### config.mk
export PLATFORM = sky130hd
export DESIGN_NAME = mem_latency_bridge
export DESIGN_NICKNAME = d
export VERILOG_FILES = /design/src/rtl/mem_bridge_pkg.sv /design/src/rtl/bridge_delay_cnt.sv /design/src/rtl/mem_latency_bridge.sv
export SDC_FILE = /design/constraint.sdc
export NUM_CORES = 1
export LEC_CHECK = 0
export BUFFER_PORTS_ARGS = -buffer_cell sky130_fd_sc_hd__buf_2
export CORE_ASPECT_RATIO = 1.5
export CORE_MARGIN = 8
export CORE_UTILIZATION = 53
export DETAILED_ROUTE_END_ITERATION = 10
export HOLD_SLACK_MARGIN = 0.08
export PLACE_DENSITY_LB_ADDON = 0.15
export SLEW_MARGIN = 20
export SYNTH_ARGS = -nofsm -noshare
export SYNTH_HDL_FRONTEND = slang
export SYNTH_SLANG_ARGS = --single-unit
export TNS_END_PERCENT = 10
### constraint.sdc
create_clock -name clk_i -period 4.55 [get_ports clk_i]
set_input_delay 0.455 -clock clk_i [delete_from_list [all_inputs] [get_ports clk_i]]
set_output_delay 0.455 -clock clk_i [all_outputs]
set_load 0.005 [all_outputs]
### src/rtl/mem_bridge_pkg.sv
// Shared types and default sizing for the req/gnt/rvalid latency bridge.
// Holds the bridge FSM state encoding and the default delay/counter widths.
package mem_bridge_pkg;

    localparam int DEF_DW    = 3;
    localparam int DEF_CNT_W = 32;

    typedef enum logic [2:0] {
        IDLE,
        MEM_REQ,
        MEM_WAIT,
        RESP_WAIT,
        RESP
    } bridge_state_e;

endpackage

### src/rtl/bridge_delay_cnt.sv
// Wait-state counter: clears, counts when enabled, flags equality with a live target.
// Latency: match is combinational from the registered count; the count updates one cycle after enable.
// Backpressure: none; the owner decides when to count or clear.
module bridge_delay_cnt
    import mem_bridge_pkg::*;
#(
    parameter int DW = DEF_DW
) (
    input  logic          clk_i,
    input  logic          rst_i,
    input  logic          clr_i,
    input  logic          en_i,
    input  logic [DW-1:0] target_i,
    output logic          match_o
);

    logic [DW-1:0] cnt_q;

    // Wraps modulo 2^DW, so a target lowered below the count is still reached.
    always_ff @(posedge clk_i) begin
        if (rst_i || clr_i) begin
            cnt_q <= '0;
        end else if (en_i) begin
            cnt_q <= cnt_q + 1'b1;
        end
    end

    assign match_o = (cnt_q == target_i);

endmodule

### src/rtl/mem_latency_bridge.sv
// Single-outstanding req/gnt/rvalid bridge that injects programmable grant and response wait states.
// Latency: grant after gnt_delay_i request cycles; up_rvalid_o arrives 1 + rvalid_delay_i cycles after mem_rvalid_i.
// Backpressure: the core is held off through up_gnt_o until the previous response has been delivered.
module mem_latency_bridge
    import mem_bridge_pkg::*;
#(
    parameter int DW    = DEF_DW,
    parameter int CNT_W = DEF_CNT_W
) (
    input  logic             clk_i,
    input  logic             rst_i,
    input  logic [DW-1:0]    gnt_delay_i,
    input  logic [DW-1:0]    rvalid_delay_i,
    input  logic             up_req_i,
    output logic             up_gnt_o,
    output logic             up_rvalid_o,
    input  logic [31:0]      up_addr_i,
    input  logic             up_we_i,
    input  logic [3:0]       up_be_i,
    input  logic [31:0]      up_wdata_i,
    output logic [31:0]      up_rdata_o,
    output logic             up_err_o,
    output logic             mem_req_o,
    input  logic             mem_gnt_i,
    input  logic             mem_rvalid_i,
    output logic [31:0]      mem_addr_o,
    output logic             mem_we_o,
    output logic [3:0]       mem_be_o,
    output logic [31:0]      mem_wdata_o,
    input  logic [31:0]      mem_rdata_i,
    input  logic             mem_err_i,
    output logic [CNT_W-1:0] stall_cnt_o
);

    bridge_state_e state_q, state_d;

    logic          gcnt_clr, gcnt_en, gcnt_match;
    logic          rcnt_clr, rcnt_en, rcnt_match;
    logic [DW-1:0] rdly_q;
    logic          rsp_evt;
    logic [31:0]   hold_rdata_q;
    logic          hold_err_q;

    bridge_delay_cnt #(.DW(DW)) u_gcnt (
        .clk_i    (clk_i),
        .rst_i    (rst_i),
        .clr_i    (gcnt_clr),
        .en_i     (gcnt_en),
        .target_i (gnt_delay_i),
        .match_o  (gcnt_match)
    );

    bridge_delay_cnt #(.DW(DW)) u_rcnt (
        .clk_i    (clk_i),
        .rst_i    (rst_i),
        .clr_i    (rcnt_clr),
        .en_i     (rcnt_en),
        .target_i (rdly_q),
        .match_o  (rcnt_match)
    );

    // A response landing together with the memory grant counts as the MEM_WAIT event.
    assign rsp_evt = mem_rvalid_i &&
                     ((state_q == MEM_WAIT) || ((state_q == MEM_REQ) && mem_gnt_i));

    always_ff @(posedge clk_i) begin
        if (rst_i) begin
            state_q <= IDLE;
        end else begin
            state_q <= state_d;
        end
    end

    always_comb begin
        state_d  = state_q;
        up_gnt_o = 1'b0;
        gcnt_clr = 1'b1;
        gcnt_en  = 1'b0;
        rcnt_clr = 1'b0;
        rcnt_en  = 1'b0;

        case (state_q)
            IDLE: begin
                rcnt_clr = 1'b1;
                if (up_req_i) begin
                    if (gcnt_match) begin
                        up_gnt_o = 1'b1;
                        state_d  = MEM_REQ;
                    end else begin
                        gcnt_clr = 1'b0;
                        gcnt_en  = 1'b1;
                    end
                end
            end
            MEM_REQ, MEM_WAIT: begin
                if (rsp_evt) begin
                    if (rdly_q == '0) begin
                        state_d = RESP;
                    end else begin
                        rcnt_en = 1'b1;
                        state_d = RESP_WAIT;
                    end
                end else if (state_q == MEM_REQ && mem_gnt_i) begin
                    state_d = MEM_WAIT;
                end
            end
            RESP_WAIT: begin
                if (rcnt_match) begin
                    state_d = RESP;
                end else begin
                    rcnt_en = 1'b1;
                end
            end
            RESP: begin
                state_d = IDLE;
            end
            default: begin
                state_d = IDLE;
            end
        endcase
    end

    assign mem_req_o = (state_q == MEM_REQ);

    always_ff @(posedge clk_i) begin
        if (rst_i) begin
            mem_addr_o   <= '0;
            mem_we_o     <= 1'b0;
            mem_be_o     <= '0;
            mem_wdata_o  <= '0;
            rdly_q       <= '0;
            hold_rdata_q <= '0;
            hold_err_q   <= 1'b0;
            up_rvalid_o  <= 1'b0;
            up_rdata_o   <= '0;
            up_err_o     <= 1'b0;
        end else begin
            if (up_gnt_o) begin
                mem_addr_o  <= up_addr_i;
                mem_we_o    <= up_we_i;
                mem_be_o    <= up_be_i;
                mem_wdata_o <= up_wdata_i;
                rdly_q      <= rvalid_delay_i;
            end
            if (rsp_evt) begin
                hold_rdata_q <= mem_rdata_i;
                hold_err_q   <= mem_err_i;
            end
            up_rvalid_o <= (state_d == RESP);
            // With zero response delay the holding register is loaded on the same edge, so bypass it.
            if (state_d == RESP) begin
                up_rdata_o <= rsp_evt ? mem_rdata_i : hold_rdata_q;
                up_err_o   <= rsp_evt ? mem_err_i : hold_err_q;
            end
        end
    end

    always_ff @(posedge clk_i) begin
        if (rst_i) begin
            stall_cnt_o <= '0;
        end else if (up_req_i && !up_gnt_o && (stall_cnt_o != '1)) begin
            stall_cnt_o <= stall_cnt_o + 1'b1;
        end
    end

endmodule

# Yosys cells after proc, flatten, opt, wreduce, memory -nomap -nowiden
# Cells that the tools add are included.
# W data, S select, Z words.
[op_classes]
add_sub_neg = 3
n_eq_ne = 7
muxes = 22
reduce_logical = 11
[op_table]
columns = ["op", "count"]
rows = [
  ["$add A32 B1 Y32 const B", 1],
  ["$mux W32", 1],
  ["$ne A32 B32 Y1 const B", 1],
  ["$mux W3", 6],
  ["$mux W1", 13],
  ["$pmux W3 S3", 1],
  ["$add A3 B1 Y3 const B", 2],
  ["$eq A3 B2 Y1 const B", 2],
  ["$eq A3 B3 Y1", 2],
  ["$logic_not A3 Y1", 2],
  ["$logic_and A1 B1 Y1", 4],
  ["$eq A3 B1 Y1 const B", 1],
  ["$eq A3 B3 Y1 const B", 1],
  ["$logic_or A1 B1 Y1", 3],
  ["$pmux W1 S2", 1],
  ["$reduce_or A2 Y1", 1],
  ["$logic_not A1 Y1", 1],
]
[word_totals]
in_bits = 113
ff_bits = 180

# Logic depth before layout (Yosys ltp)
[logic_depth]
word_depth = 7
mapped_depth = 8

# Modules after synthesis
# Synthesis repeated with hierarchy kept, for this count alone.
[unflattened]
hier_cells = 784
hier_area_um2 = 6894.1
[by_module_without_submodules]
columns = ["mod", "area_each_um2", "seq_area_each_um2", "instances", "cells_per_inst"]
rows = [
  ["mem_latency_bridge", 6568.8, 3483.3, 1, 754],
  ["bridge_delay_cnt", 162.7, 60.1, 2, 15],
]

# Least setup slack after synthesis
# Ideal clock, no wire load.
[synth_timing]
path_type = "in2reg"
from = "in gnt_delay_i[1]"
to = "reg stall_cnt_o[23]"
t_required_ns = 4.480
setup_slack_ns = 2.546
n_path_buf = 1
t_arrival_ns = 1.934
path_stages = 6
cell_sequence = "xor2_1 o41ai_1 or3_4 buf_6 or4_1 a21oi_1"
[synth_via]
elab_chain_cells = 7
[synth_lines]
columns = ["element", "line_no", "rtl"]
rows = [
  ["start, declared", "mem_latency_bridge.sv:12", "input logic [DW-1:0] gnt_delay_i,"],
  ["$eq A3 B3 Y1", "bridge_delay_cnt.sv:28", "assign match_o = (cnt_q == target_i);"],
  ["$mux W1", "mem_latency_bridge.sv:86", "if (gcnt_match) begin"],
  ["$mux W1", "mem_latency_bridge.sv:85", "if (up_req_i) begin"],
  ["$mux W1", "mem_latency_bridge.sv:82", "case (state_q)"],
  ["$logic_not A1 Y1", "mem_latency_bridge.sv:161", "end else if (up_req_i && !up_gnt_o && (stall_cnt_o != '1)) begin"],
  ["$logic_and A1 B1 Y1 (2 in a row)", "mem_latency_bridge.sv:161", ""],
  ["end signal, assigned", "mem_latency_bridge.sv:162", "stall_cnt_o <= stall_cnt_o + 1'b1;"],
  ["end, declared", "mem_latency_bridge.sv:32", "output logic [CNT_W-1:0] stall_cnt_o"],
]
# Every way passes these cells.
# A chain may end at the register's enable or synchronous reset.

# Worst setup path in the final report
[layout_timing]
from = "reg u_gcnt.cnt_q[1]"
to = "out up_gnt_o"
[layout_via]
elab_chain_cells = 4
[layout_lines]
columns = ["element", "line_no", "rtl"]
rows = [
  ["start, declared", "bridge_delay_cnt.sv:17", "logic [DW-1:0] cnt_q;"],
  ["start signal, assigned", "bridge_delay_cnt.sv:24", "cnt_q <= cnt_q + 1'b1;"],
  ["$eq A3 B3 Y1", "bridge_delay_cnt.sv:28", ""],
  ["$mux W1", "mem_latency_bridge.sv:86", ""],
  ["$mux W1", "mem_latency_bridge.sv:85", ""],
  ["$mux W1", "mem_latency_bridge.sv:82", ""],
  ["end, declared", "mem_latency_bridge.sv:15", "output logic up_gnt_o,"],
]
# Every way passes these cells.

==> impl_metrics.py <==
metrics = {
    "outcome": {
        "run_status": "complete, no violations",
    },
    "sta": {
        "fmax_mhz": 335,
        "finalCriticalPeriod_ns": 2.98,
        "setup-violations-final": 0,
        "slew_violations": 0,
        "fin_crit_sh_pct": 65.6,
        "rsz0062_at_grt": "false",
        "hold_viol_final": 0,
        "slew_headroom_pct": 28.5,
        "worst_slew_pin_slew_ns": 1.07,
        "clock_skew_ns": 0.0123,
        "holdWs_ns": 0.262,
        "finalSetupTns_ns": 0,
    },
    "critical_path": {
        "critPathCaptureType": "output pin",
        "path_cells": "xor2_1, nor3_1, nand3_4, inv_1, buf_2",
        "arrival_ns": 2.53,
        "r2r_start": "u_gcnt.cnt_q[1]",
        "max_stage_delay_ns": 0.84,
        "path_class": "reg2out",
        "critPathRequiredTime_ns": 4.09,
        "crit_start": "u_gcnt.cnt_q[1]",
        "worstPathMaxFanout": 61,
        "crit_slowest_cell": "nand3_4",
        "start_kind": "flip-flop",
    },
    "pwr": {
        "switching_power_uw": 775,
        "power_frac_seq_pct": 49.4,
        "sw_frac_of_total_pct": 23.7,
        "clockPowerShare_pct": 44.7,
        "pwr_density_cell_nw_per_um2": 367,
        "combPwrFrac_pct": 5.9,
        "p_leak_nw": 4.33,
        "ir_drop_mv": 0.217,
        "intPower_mw": 2.49,
    },
    "clocking": {
        "cts_hold_buf": 0,
        "cts_sinks": 180,
        "clkTransAtPathRegs_ns": 0.07,
        "post-cts-setup-buffer-count": 0,
        "clk_latency_ns": 0.42,
        "ctsResizeCount": 0,
        "clockBufferDepth": 2,
        "htree_levels": 4,
        "cts_buffers": 17,
        "cts-root-buf": "clkbuf_16",
        "cts_tree": "built",
    },
    "yosys": {
        "yosysWarnings": 0,
        "ys_seq_area_share_pct": 51.8,
        "synth-async-reset-ratio_pct": 0,
        "synth_edf_count": 0,
        "mappedNetlistNets": 820,
        "ys_seq_elements": 180,
        "netlist_area_sq_um": 6960,
        "synth_cell_type_count": 49,
        "ys.flop_type": "dfxtp_1",
        "syn_area_per_cell_sq_um": 9.88,
        "syn-instance-count": 704,
    },
    "min_path": {
        "min_path_type": "in2reg",
        "min-delay-start": "rvalid_delay_i[1]",
    },
    "global_route": {
        "grt_util_all_layers_pct": 21.9,
        "grt_pass1_vias": 6142,
        "grt_max_degree": 69,
        "grt_antenna_before_repair": 0,
        "grt_pass1_wl_mm": 30.0,
        "grt-ovfl-total": 0,
    },
    "placement": {
        "portBuffers": 249,
        "dpl.hpwl_mm": 13.9,
        "place_congestion": 0.806,
    },
    "detailed_routing": {
        "vias_per_cell": 5.43,
        "dr.first_iter.drc_count": 242,
        "drc": 0,
        "wl_mm": 18.9,
        "routedWlPerCell_um": 17.1,
        "first_pass_iters": 4,
        "vias": 6006,
        "ant_nets": 0,
    },
    "floorplan": {
        "core_sq_um": 12900,
        "rows": 51,
        "dieWidth_um": 110,
        "die_y_um": 156,
        "io_pins": 250,
        "die_area_sq_um": 17100,
        "initial_core_util_pct": 54.0,
    },
    "finish": {
        "nFillCells": 1019,
        "nets": 1051,
        "final_util_pct": 69.1,
        "final_layout_size_suffix_gt1_share_pct": 31.6,
        "syn2layout_area_growth_pct": 28.0,
        "antenna_cells": 0,
    },
    "flow_run": {
        "maxCapViolCount": 0,
    },
}
[registers in the layout (all words and copies together) (netlist names), 3 cells and up]
signal        flops
rdly_q            3
mem_be_o          4
u_gcnt.cnt_q      3
mem_wdata_o      32
stall_cnt_o      32
hold_rdata_q     32
state_q           3
u_rcnt.cnt_q      3
mem_addr_o       32
up_rdata_o       32
[power groups by stage]
stage               sequential [mW]  combinational, mW  clock (mW)
floorplan                      1.65             0.0977           0
global placement               1.65              0.187           0
detailed placement             1.65              0.195           0
CTS                            1.61              0.195        1.50
global route                   1.62              0.211        1.57
finish                         1.61              0.194        1.46
[cell usage after synthesis, types with 9 or more instances]
| library cell | number | area share [%] |
|---|---|---|
| clkbuf_1 | 28 | 1.5 |
| mux2i_1 | 107 | 15 |
| buf_2 | 13 | 0.94 |
| nor2_1 | 114 | 6.1 |
| nand2_1 | 17 | 0.92 |
| or4_1 | 19 | 2.1 |
| nand2b_1 | 34 | 3.1 |
| o22ai_1 | 33 | 3.0 |
| a21oi_1 | 28 | 2.0 |
| o21ai_0 | 9 | 0.65 |
| nand3_1 | 13 | 0.94 |
| or3_1 | 13 | 1.2 |
| o31ai_1 | 20 | 2.2 |
| inv_1 | 11 | 0.59 |
| dfxtp_1 | 180 | 52 |
[stage by stage]
step	total power, mW	instance area, sq um	instances	setup WS [ns]
after global routing	3.40	8900	1107	1.36
after global placement	1.84	8280	1075	1.69
final	3.27	8900	1107	1.57
after CTS	3.31	8900	1107	1.52
after floorplan	1.75	6960	704	2.55
after detailed placement	1.85	8300	1075	1.60
[metal layers]
layer,part of all wire (%),GRT usage (%)
met1,38,23.0
met2,52,38.2
met3,9.1,8.93
met4,1.5,7.24
met5,0,0
[logic make-up (layout without fill, tap and decap cells)]
| logic type | Yosys count | count (layout) | synth area share (%) |
|---|---|---|---|
| simple gates | 245 | 245 | 17.9 |
| flops | 180 | 180 | 51.8 |
| mux | 109 | 109 | 15.7 |
| compound gates | 103 | 103 | 9.55 |
| buf+inv | 55 | 299 | 3.38 |
| xor+xnor | 9 | 9 | 1.13 |
| fa+ha+maj | 3 | 3 | 0.540 |
[final timing paths]
| kind | endpoint | slack [ns] | cells after the start |
|---|---|---|---|
| max | up_gnt_o | 1.57 | 5 |
| min | rdly_q[1] | 0.26 | 3 |
| max reg2reg | mem_wdata_o[3] | 1.83 | 6 |
| min reg2reg | up_rdata_o[13] | 0.49 | 2 |
[worst max-delay path: cells and delay by family, from the launching register on]
family                 cells  cell delay (ns)
XOR/XNOR                   1             0.19
buffers and inverters      2             0.34
flip-flops                 1             0.33
AND/OR/NAND/NOR            2             1.23
[cells in the final DEF (no fill, tap or decap), types with 3 or more instances in the layout]
cell type  instances
buf_2            248
dfxtp_1          180
nor2_1           114
mux2i_1          107
nand2b_1          34
o22ai_1           33
a21oi_1           28
o31ai_1           20
or4_1             19
nand2_1           17
clkbuf_16         17
or3_1             13
nand3_1           12
inv_1             11
o21ai_0            9
nand4_1            8
buf_4              8
nor3_1             7
xor2_1             5
and4_1             4
xnor2_1            4
inv_8              4
and3_1             3
ha_1               3
inv_6              3
[area by class of cell]
class / count / area (sq um) / area share [%]
clock buffer: 18 / 439 / 4.93
clock inverter: 14 / 164 / 1.84
inverter: 11 / 41.3 / 0.464
multi-input combinational: 469 / 3160 / 35.4
sequential: 180 / 3600 / 40.5
tap: 159 / 199 / 2.23
timing repair buffer: 256 / 1300 / 14.6
Note: power is estimated with default switching activity, not from simulation.
